<file path="src/rtl/fifo_deq_serializer.sv">
// Drains a first/deq style FIFO head and emits each wide word as a sequence of
// narrower beats (LSB first) on an enq-style ENA/RDY downstream interface.
module fifo_deq_serializer #(
   parameter int width      = 32,
   parameter int beat_width = 8
) (
   input  logic                  clk,
   input  logic                  rst_n,
   input  logic [width-1:0]      in_first,
   input  logic                  in_first_rdy,
   output logic                  in_deq_ena,
   input  logic                  in_deq_rdy,
   output logic                  out_enq_ena,
   output logic [beat_width-1:0] out_enq_v,
   output logic                  out_enq_last,
   input  logic                  out_enq_rdy,
   output logic                  busy
);

   localparam int ratio = width / beat_width;
   localparam int cw    = (ratio > 1) ? $clog2(ratio) : 1;
   localparam logic [cw-1:0] last_cnt = cw'(ratio - 1);

   logic [width-1:0] shreg;
   logic [cw-1:0]    cnt;
   logic             valid;
   logic             last_fire;

   assign out_enq_v    = shreg[beat_width-1:0];
   assign out_enq_last = (cnt == last_cnt);
   assign busy         = valid;
   assign out_enq_ena  = valid && out_enq_rdy;
   assign last_fire    = out_enq_ena && out_enq_last;
   // A new word may be popped on the same edge the previous word's last beat leaves.
   assign in_deq_ena   = in_first_rdy && in_deq_rdy && (!valid || last_fire);

   always_ff @(posedge clk or negedge rst_n) begin
      if (!rst_n) begin
         shreg <= '0;
         cnt   <= '0;
         valid <= 1'b0;
      end else if (in_deq_ena) begin
         shreg <= in_first;
         cnt   <= '0;
         valid <= 1'b1;
      end else if (out_enq_ena) begin
         if (!out_enq_last) begin
            shreg <= shreg >> beat_width;
            cnt   <= cnt + cw'(1);
         end else begin
            valid <= 1'b0;
            cnt   <= '0;
         end
      end
   end

endmodule

</file>
<file path="config.mk">
export PLATFORM = sky130hd
export DESIGN_NAME = fifo_deq_serializer
export DESIGN_NICKNAME = d
export VERILOG_FILES = /design/src/rtl/fifo_deq_serializer.sv
export SDC_FILE = /design/constraint.sdc
export NUM_CORES = 1
export LEC_CHECK = 0
export ABC_CLOCK_PERIOD_IN_PS = 1630
export CAP_MARGIN = 20
export CORE_ASPECT_RATIO = 0.9
export CORE_UTILIZATION = 25
export DETAILED_ROUTE_END_ITERATION = 8
export GPL_ROUTABILITY_DRIVEN = 0
export GPL_TIMING_DRIVEN = 0
export SKIP_CTS_REPAIR_TIMING = 1
export SLEW_MARGIN = 20
export SYNTH_ARGS = -nofsm -noshare
export SYNTH_HDL_FRONTEND = slang
export SYNTH_SLANG_ARGS = --single-unit
export TNS_END_PERCENT = 10
</file>
<file path="constraint.sdc">
create_clock -name clk -period 1.63 [get_ports clk]
set_clock_uncertainty 0.1 [all_clocks]
set_input_delay 0.163 -clock clk [delete_from_list [all_inputs] [get_ports clk]]
set_output_delay 0.163 -clock clk [all_outputs]
set_load 0.02 [all_outputs]
</file>
# Word-level counts from Yosys, hierarchy flattened
# Cells that the tools add are included.
# totals
regBits	35
latchBits	0
ramBits	0
rom_bits	0
inputBits	37
output_inout_bits	12
memories	0
# op_classes
add_sub_neg	1
n_mul	0
div_mod_pow	0
magnitude_cmp	0
n_eq_ne	2
n_shift	0
muxes	9
n_bitwise	0
n_reduce_logical	10
# op_table
op	count
2-to-1 mux 32 bit	3
2-to-1 mux 2 bit	3
logical AND 1 bit	4
AND reduction 2 bit	2
nonzero test 2 bit	2
2-to-1 mux 1 bit	3
adder 2 x 1 -> 2 bit, second input constant	1
== test 2 bit, second input constant	1
inequality test 2 bit, second input constant	1
logical NOT 1 bit	1
logical OR 1 bit	1

# Logic depth before layout (Yosys ltp)
# Gate-level depths: netlist of run 1.
# depth
word_depth	6
ltp_mapped	7
ltp_nobuf	6

# Worst setup path before layout of run 1
# Ideal clock, no wire load.
# synth_path
path_type	register to register
from	register cnt[0]
to	register shreg[24]
setup_time_ps	121
arrival_ps	1466
path_slack_ps	-57
stages_incl_launch_ff	7
path_cell_list	dfrtp_1 > ha_1 > a21bo_4 > nand2_4 > inv_6 > buf_6 > a22o_1
# synth_between
elab_chain_cells	6
word_cells_on_any_way	8
# synth_rtl
item	line	rtl
from (decl)	25	logic [cw-1:0] cnt;
from (signal assigned)	49	cnt <= cnt + cw'(1);
== test 2 bit (*)	30	assign out_enq_last = (cnt == last_cnt);
named net out_enq_last	15	output logic out_enq_last,
logical AND 1 bit (*)	33	assign last_fire = out_enq_ena && out_enq_last;
logical OR 1 bit (*)	35	assign in_deq_ena = in_first_rdy && in_deq_rdy && (!valid || last_fire);
logical AND 1 bit (*)	35	
named net in_deq_ena	11	output logic in_deq_ena,
inequality test 2 bit (no source line) or nonzero test 2 bit (tied branches)	--	
AND reduction 2 bit (no source line)	--	
to (signal assigned)	43	shreg <= in_first;
to (signal assigned)	48	shreg <= shreg >> beat_width;
to (decl)	24	logic [width-1:0] shreg;
# The timed path passes the listed nets; every way through them passes the cells marked *.
# A chain may end at the register's enable or synchronous reset.

# Worst setup path after layout of run 1
# layout_path
from	register cnt[0]
to	output port in_deq_ena
# layout_between
elab_chain_cells	4
# layout_rtl
item	line
== test 2 bit	30
logical AND 1 bit	33
logical OR 1 bit	35
logical AND 1 bit	35
to (decl)	11
# Every way passes these cells.

==> results of run 1 <==
## per-stage QoR
step | util | cell area, sq um
after global routing | 0.375 | 2650
after floorplan | - | 1840
final | 0.375 | 2650
after detailed placement | 0.347 | 2460
after global placement | 0.345 | 2440
after CTS | 0.363 | 2570
## kinds of logic after synthesis
kind of cell	share of synthesized area
AOI/OAI and AO/OA	0.288
buffers and inverters	0.0910
DFF	0.476
and+or+nand+nor	0.133
adders and majority gates	0.00679
muxes	0.00543
## cell type report
cell class,count,area [sq um],share of cell area
sequential,35,878,0.331
multi-input combinational,124,820,0.309
timing repair buffer,55,542,0.204
buffer,18,169,0.0637
tap,93,116,0.0439
clock buffer,5,68.8,0.0259
clock inverter,3,43.8,0.0165
inverter,2,15.0,0.00566
## flip-flops by register name, indices dropped and copies added, names as in the netlist
| register | flops |
|---|---|
| shreg | 32 |
| busy | 1 |
| cnt | 2 |
## worst max-delay path: stages (launching register included)
cell and delay (ps):
dfrtp_2 440, ha_4 180, a21bo_4 240, nand2_8 80
inv_8 50, buf_8 130, buf_6 120
## how the worst max path moves through the flow
stage | slack [ps] | cells after the start | endpoint | startpoint
finish | -160 | 6 | in_deq_ena | cnt[0]
global route | -210 | 6 | in_deq_ena | cnt[0]
CTS | -690 | 6 | in_deq_ena | cnt[0]
detailed placement | -610 | 6 | in_deq_ena | out_enq_rdy
global placement | -600 | 6 | in_deq_ena | out_enq_rdy
floorplan | 30 | 6 | shreg[24] | cnt[0]
## layer usage
| metal | vias to the layer above | wire length [um] | share of wire | track usage |
|---|---|---|---|---|
| li1 | 726 | - | - | - |
| met1 | 657 | 1980 | 0.47 | 0.160 |
| met2 | 32 | 2010 | 0.48 | 0.186 |
| met3 | 2 | 206 | 0.049 | 0.0339 |
| met4 | 0 | 14 | 0.0033 | 0.0256 |
| met5 | - | 0 | 0 | 0 |
## layout by cell type, fill, tap and decap left out, types with 2 or more instances in the layout
cell / count
dfrtp_1: 33
buf_8: 3
a21oi_2: 43
buf_6: 4
a21oi_1: 6
clkdlybuf4s50_1: 37
nand2_1: 28
o21ai_0: 3
buf_4: 21
clkbuf_8: 5
dfrtp_2: 2
dlymetal6s2s_1: 4
nor2_1: 25
a22o_1: 8
## report_power, final
part | internal (mW) | total (mW) | switching, mW
registers | 1.25 | 1.47 | 0.218
logic | 1.13 | 2.32 | 1.18
clock network | 0.455 | 0.786 | 0.331
total | 2.84 | 4.58 | 1.73
==> results.md, run 1 <==
* Status: complete, but fails checks
* Failing checks: negative setup slack
* Final ANT Viol Nets at 0
* DR WL/cell at 12.6 um
* Placed cells at 321
* Fmax at 558 MHz
* Pwr dens at 1720 nW/um^2
* Synthesis-stage register bit count at 35
* Final period util at 1.10
* Global route overflow at 0
* Post-DP HPWL at 3030 um
* Pre-CTS setup slack at -606 ps
* Dominant synthesized flop cell: dfrtp_1
* Number of synthesized flops with an enable pin at 0
* Fillcell total at 737
* Synth area leaders: dfrtp_1, a21oi_2, nand2_1
* FF-to-FF End: shreg[24]
* Std cell rows at 29
* Cts bufs inserted at 5
* Setup_tns at -344 ps
* Initial DRC Count at 52
* GRT Total Usage at 0.118
* DRC viols at 0
* Yosys top cell by area: dfrtp_1
* Final setup margin at -163 ps
* Reg clk slew, reported paths at 80 ps
* Initial core utilization at 0.260
* Final std cells w/o fill at 335
* Crit path capture type: output port
* Most instantiated library cell after synthesis: a21oi_2
* Layout cell share with drive strength beyond 1 at 0.380
* Mapped Nets at 217
* Commonest cells post-synth: a21oi_2, dfrtp_1, nand2_1, nor2_1
* Initial antenna violation count at 0
* Critical Path AT at 1530 ps
* Core area at 7080 sq um
* Critical path class: reg2out
* RSZ-0062 raised after global routing: true
* First-pass GRT wire length at 7020 um
* I/O Buffers at 48
* Final setup violation count at 6
* Layout area overhead at 44.0%
* Least-Margin Pin Slew at 323 ps
* Maximum VDD drop at 0.000588 V
* Leakage at 1.14 nW
* Max_cap viols at 0
* Ports at 49
* Final Slew Violations at 0
* Max-slew headroom at 0.784
* Vias in the first global route at 1,393
* Inserted Diodes at 0
* Ys async rst share at 1.00
* Clk_lat worst skew at 280 ps
* Critical Path RT at 1370 ps
* Critical Path Fanout Max at 8
* Largest net degree at the start of global routing at 29
* Worst hold margin at 154 ps
* FF-to-FF path depth at 7
* Clk root buf: clkbuf_8
* Reg2Reg Setup Slack at -50 ps
* Yosys warning count at 0
* Overall Power at 4.58 mW
* Die width at 92.5 um
* CTS tree: done
* Seq/Total Area, Yosys at 0.476
* Synth Area per Inst at 10.3 sq um
* Min Tclk post-route at 1790 ps
* Clk sink count at 35
* Die Ht at 83.4 um
* Syn Std Cell Area at 1840 sq um
* DR vias/cell at 4.23
* Routed WL at 4210 um
* R2r startpoint: cnt[0]
* Worst Hold Class: in2async
* Type of origin of the critical path: flip-flop
* Die area at 7710 sq um
* Cells after synthesis at 179
* Synth cell types at 24
* Clock Path Buffers at 2
* Share of the synthesized area in the top cell type at 0.476
* H-tree depth at 2
* Hold Fails Final Rpt at 0
* Vias post-DR at 1,417
* First-pass DRT Iterations at 4
* Fin nets at 279
Power figures use the tool's default switching activity.
==> run 2: changes to the inputs <==
--- a/config.mk
+++ b/config.mk
@@ -12,6 +12,7 @@
 export DETAILED_ROUTE_END_ITERATION = 8
 export GPL_ROUTABILITY_DRIVEN = 0
 export GPL_TIMING_DRIVEN = 0
+export PLACE_DENSITY = 0.46
 export SKIP_CTS_REPAIR_TIMING = 1
 export SLEW_MARGIN = 20
 export SYNTH_ARGS = -nofsm -noshare
==> run 2 against run 1 <==
Compared with the run above:
- the flow still finishes with violations (negative setup slack)
- via count is 1.1% higher
- final cell count up 0.60%
- fmax is 1.6% higher
- worst setup slack gained 29 ps
- critical path type unchanged
- critical endpoint unchanged
- largest cell class unchanged
- highest routed layer unchanged
==> results.md, run 2 (same netlist as run 1, synthesis figures left out) <==
* Status: complete, but fails checks
* Failing checks: negative setup slack
* Final setup margin at -134 ps
* Routed WL at 4560 um
* Crit path capture type: output port
* Final std cells w/o fill at 337
* CP bufs+invs at 3
* Vias post-DR at 1,432
* Worst Hold Class: in2async
* Final period util at 1.08
* H-tree depth at 2
* Std cell rows at 29
* Commonest cells after routing, fill and taps aside: a21oi_2, clkdlybuf4s50_1, dfrtp_1
* Commonest non-fill, non-tap cell in the layout: a21oi_2
* Layout cell share with drive strength beyond 1 at 0.369
* Critical path depth at 6
* Leakage at 1.14 nW
* Post-DP HPWL at 3200 um
* Clock Path Buffers at 2
* DR WL/cell at 13.5 um
* CTS tree: done
* Most flop-heavy register: shreg
* Reg clk slew, reported paths at 70 ps
* Cts bufs inserted at 5
* Clk root buf: clkbuf_8
* First-pass GRT wire length at 7510 um
* Setup_tns at -257 ps
* Min Tclk post-route at 1760 ps
* Placed cells at 321
* Layout area overhead at 44.4%
* Initial core utilization at 0.260
* Fmax at 567 MHz
* Worst Setup SP: cnt[1]
* Max_cap viols at 0
* Max-slew headroom at 0.775
* Least-Margin Pin Slew at 337 ps
* Final ANT Viol Nets at 0
* I/O Buffers at 48
* Maximum VDD drop at 0.000465 V
* Initial antenna violation count at 0
* Fin nets at 281
* Worst hold margin at 201 ps
* FF-to-FF path depth at 7
* Die width at 92.5 um
* Crit path largest cell delay at 410 ps
* Critical-path top delay cell: dfrtp_1
* GRT Total Usage at 0.128
* Inserted Diodes at 0
* Type of origin of the critical path: flip-flop
* R2r startpoint: cnt[1]
* Die area at 7710 sq um
* Vias in the first global route at 1,471
* Ports at 49
* Clk_lat worst skew at 280 ps
* RSZ-0062 raised after global routing: true
* Critical Path AT at 1500 ps
* Clk sink count at 35
* Largest register FFs at 32
* Core area at 7080 sq um
* Largest net degree at the start of global routing at 25
* Global route overflow at 0
* Initial DRC Count at 54
* Hold Fails Final Rpt at 0
* Critical path class: reg2out
* DRC viols at 0
* Final setup violation count at 5
* DR vias/cell at 4.25
* First-pass DRT Iterations at 4
* Cell family with most CP delay: flip-flops
* Worst-path cell chain: ha_4 -> a21bo_4 -> nand2_4 -> inv_6 -> buf_8 -> buf_6
* Final Slew Violations at 0
* Pwr dens at 1720 nW/um^2
* Critical Path RT at 1370 ps
* Die Ht at 83.4 um
* Critical Path Fanout Max at 9
-- run 2: path summary, 6_finish.rpt --
check | endpoint | slack (ps)
max | in_deq_ena | -130
min | shreg[28] | 200
max reg2reg | shreg[31] | -20
min reg2reg | shreg[30] | 400
max in group asynchronous | busy | 790
min in group clk | cnt[0] | 300
-- run 2: stage by stage --
stage / util / total power, mW / instance area (sq um) / worst slack [ps]
floorplan: - / 3.13 / 1840 / 30.2
global placement: 0.345 / 3.78 / 2440 / -633
detailed placement: 0.347 / 3.81 / 2460 / -593
CTS: 0.361 / 4.53 / 2560 / -674
global route: 0.376 / 4.96 / 2660 / -194
finish: 0.376 / 4.59 / 2660 / -134
-- run 2: routing by layer --
layer	track usage	part of all wire	vias up
li1	-	-	727
met4	0.0426	0.0092	0
met2	0.195	0.45	35
met1	0.178	0.50	668
met3	0.0284	0.043	2
met5	0	0	-
-- run 2: cell type report --
class	instances	area [sq um]
Fill cell	754	4420
Sequential cell	35	877
Multi-Input combinational cell	124	811
Timing Repair Buffer	57	559
Buffer	18	184
Tap cell	93	116
Clock buffer	8	100
Inverter	2	12.5
-- run 2: report_power, final --
group          internal [mW]  total (mW)  switching [mW]
Combinational           1.20        2.42            1.22
Clock                  0.386       0.695           0.309
Sequential              1.25        1.47           0.220
Total                   2.84        4.59            1.75
==> run 3: changes to the inputs <==
--- a/config.mk
+++ b/config.mk
@@ -6,13 +6,12 @@
 export NUM_CORES = 1
 export LEC_CHECK = 0
 export ABC_CLOCK_PERIOD_IN_PS = 1630
-export CAP_MARGIN = 20
 export CORE_ASPECT_RATIO = 0.9
-export CORE_UTILIZATION = 25
+export CORE_UTILIZATION = 43
 export DETAILED_ROUTE_END_ITERATION = 8
 export GPL_ROUTABILITY_DRIVEN = 0
 export GPL_TIMING_DRIVEN = 0
-export PLACE_DENSITY = 0.46
+export PLACE_DENSITY = 0.73
 export SKIP_CTS_REPAIR_TIMING = 1
 export SLEW_MARGIN = 20
 export SYNTH_ARGS = -nofsm -noshare
==> run 3 against run 2 <==
Compared with the run above:
- the flow still finishes with violations (negative setup slack)
- final cell count down 12%
- register-to-register slack about the same
- first-iteration DRC count rose by 1.9%
- clock-buffer cell count down 2
- critical endpoint unchanged
- combinational power about the same
- global-route usage rose by 5.8 points
- worst hold slack about the same
- highest routed layer unchanged
- via count increased by 0.98%
- core utilization increased by 28 points
==> results.md, run 3 (same netlist as run 1, synthesis figures left out) <==
* I/O Buffers at 48
* Setup_tns at -257 ps
* Critical Path Fanout Max at 7
* Maximum VDD drop at 0.000751 V
* Inserted Diodes at 0
* R2r startpoint: cnt[0]
* Routed WL at 3750 um
* Clk root buf: clkbuf_8
* RSZ-0062 raised after global routing: true
* Final ANT Viol Nets at 0
* Min Tclk post-route at 1780 ps
* Vias post-DR at 1,446
* Die Ht at 64.1 um
* Clk sink count at 35
* Final setup margin at -146 ps
* Global route overflow at 0
* Reg clk slew, reported paths at 70 ps
* Initial DRC Count at 55
* Reg2Reg Setup Slack at -30 ps
* Fin nets at 286
* GRT Total Usage at 0.186
* First-pass DRT Iterations at 6
* Critical Path AT at 1510 ps
* Final Slew Violations at 0
* Initial core utilization at 0.449
* Pwr dens at 1800 nW/um^2
* H-tree depth at 2
* Clk_lat worst skew at 280 ps
* CTS tree: done
* Largest register FFs at 32
* Vias in the first global route at 1,384
* Placed cells at 276
* Commonest cells after routing, fill and taps aside: a21oi_2, clkdlybuf4s50_1, dfrtp_1
* Most flop-heavy register: shreg
* Worst hold margin at 202 ps
* Final std cells w/o fill at 297
* Layout area overhead at 45.1%
* Critical path class: reg2out
* Status: complete, but fails checks
* Failing checks: negative setup slack
* Die area at 4550 sq um
* FF-to-FF path depth at 7
* Core area at 4100 sq um
* Overall Power at 4.80 mW
* Final setup violation count at 6
* Crit path capture type: output port
* Least-Margin Pin Slew at 332 ps
* Initial antenna violation count at 0
* Clock Path Buffers at 2
* Max_cap viols at 0
* Hold Fails Final Rpt at 0
* Commonest non-fill, non-tap cell in the layout: a21oi_2
* Cts bufs inserted at 5
* Fillcell total at 336
* Post-DP HPWL at 2600 um
* First-pass GRT wire length at 6390 um
* DRC viols at 0
* Type of origin of the critical path: flip-flop
* Largest net degree at the start of global routing at 25
* Std cell rows at 22
* Leakage at 1.19 nW
* DR WL/cell at 12.6 um
* Final period util at 1.09
* Pre-CTS setup slack at -600 ps
* Die width at 71.0 um
* Fmax at 563 MHz
* FF-to-FF End: shreg[24]
* Layout cell share with drive strength beyond 1 at 0.390
* Ports at 49
* Critical Path RT at 1370 ps
* DR vias/cell at 4.87
* Worst Hold Class: in2async
* Max-slew headroom at 0.779
## run 3: layout make-up
cell class | count | area (sq um) | area share
timing repair buffer | 62 | 599 | 0.224
buffer | 18 | 169 | 0.0632
multi-input combinational | 124 | 820 | 0.307
sequential | 35 | 877 | 0.328
inverter | 2 | 15.0 | 0.00562
tap | 48 | 60.1 | 0.0225
clock inverter | 2 | 60.1 | 0.0225
clock buffer | 6 | 72.6 | 0.0272
## run 3: worst max-delay path by stage
| stage | from | to |
|---|---|---|
| 2_1_floorplan | cnt[0] | shreg[24] |
| 3_3_place_gp | out_enq_rdy | in_deq_ena |
| 3_5_place_dp | out_enq_rdy | in_deq_ena |
| 4_1_cts | cnt[0] | in_deq_ena |
| 5_1_grt | cnt[0] | in_deq_ena |
| 6_report | cnt[0] | in_deq_ena |
## run 3: where the power goes
part           switching, mW  internal, mW
logic                   1.20          1.23
clock network          0.300         0.611
registers              0.216          1.25
## run 3: critical path: stages (launching register included)
cell,delay (ps)
dfrtp_1,420
ha_4,200
a21bo_4,240
nand2_8,80
inv_8,50
buf_8,120
buf_6,120
## run 3: metrics by stage
| step | utilization | cell area [sq um] |
|---|---|---|
| 2_1_floorplan | - | 1840 |
| 3_3_place_gp | 0.581 | 2380 |
| 3_5_place_dp | 0.587 | 2410 |
| 4_1_cts | 0.619 | 2540 |
| 5_1_grt | 0.652 | 2670 |
| 6_report | 0.652 | 2670 |
## run 3: per-layer routing
layer  share of wire  up-vias  GRT usage
li1                -      739          -
met3           0.043        2     0.0615
met2            0.47       34      0.305
met5               0        -          0
met4          0.0048        0     0.0375
met1            0.48      671      0.240
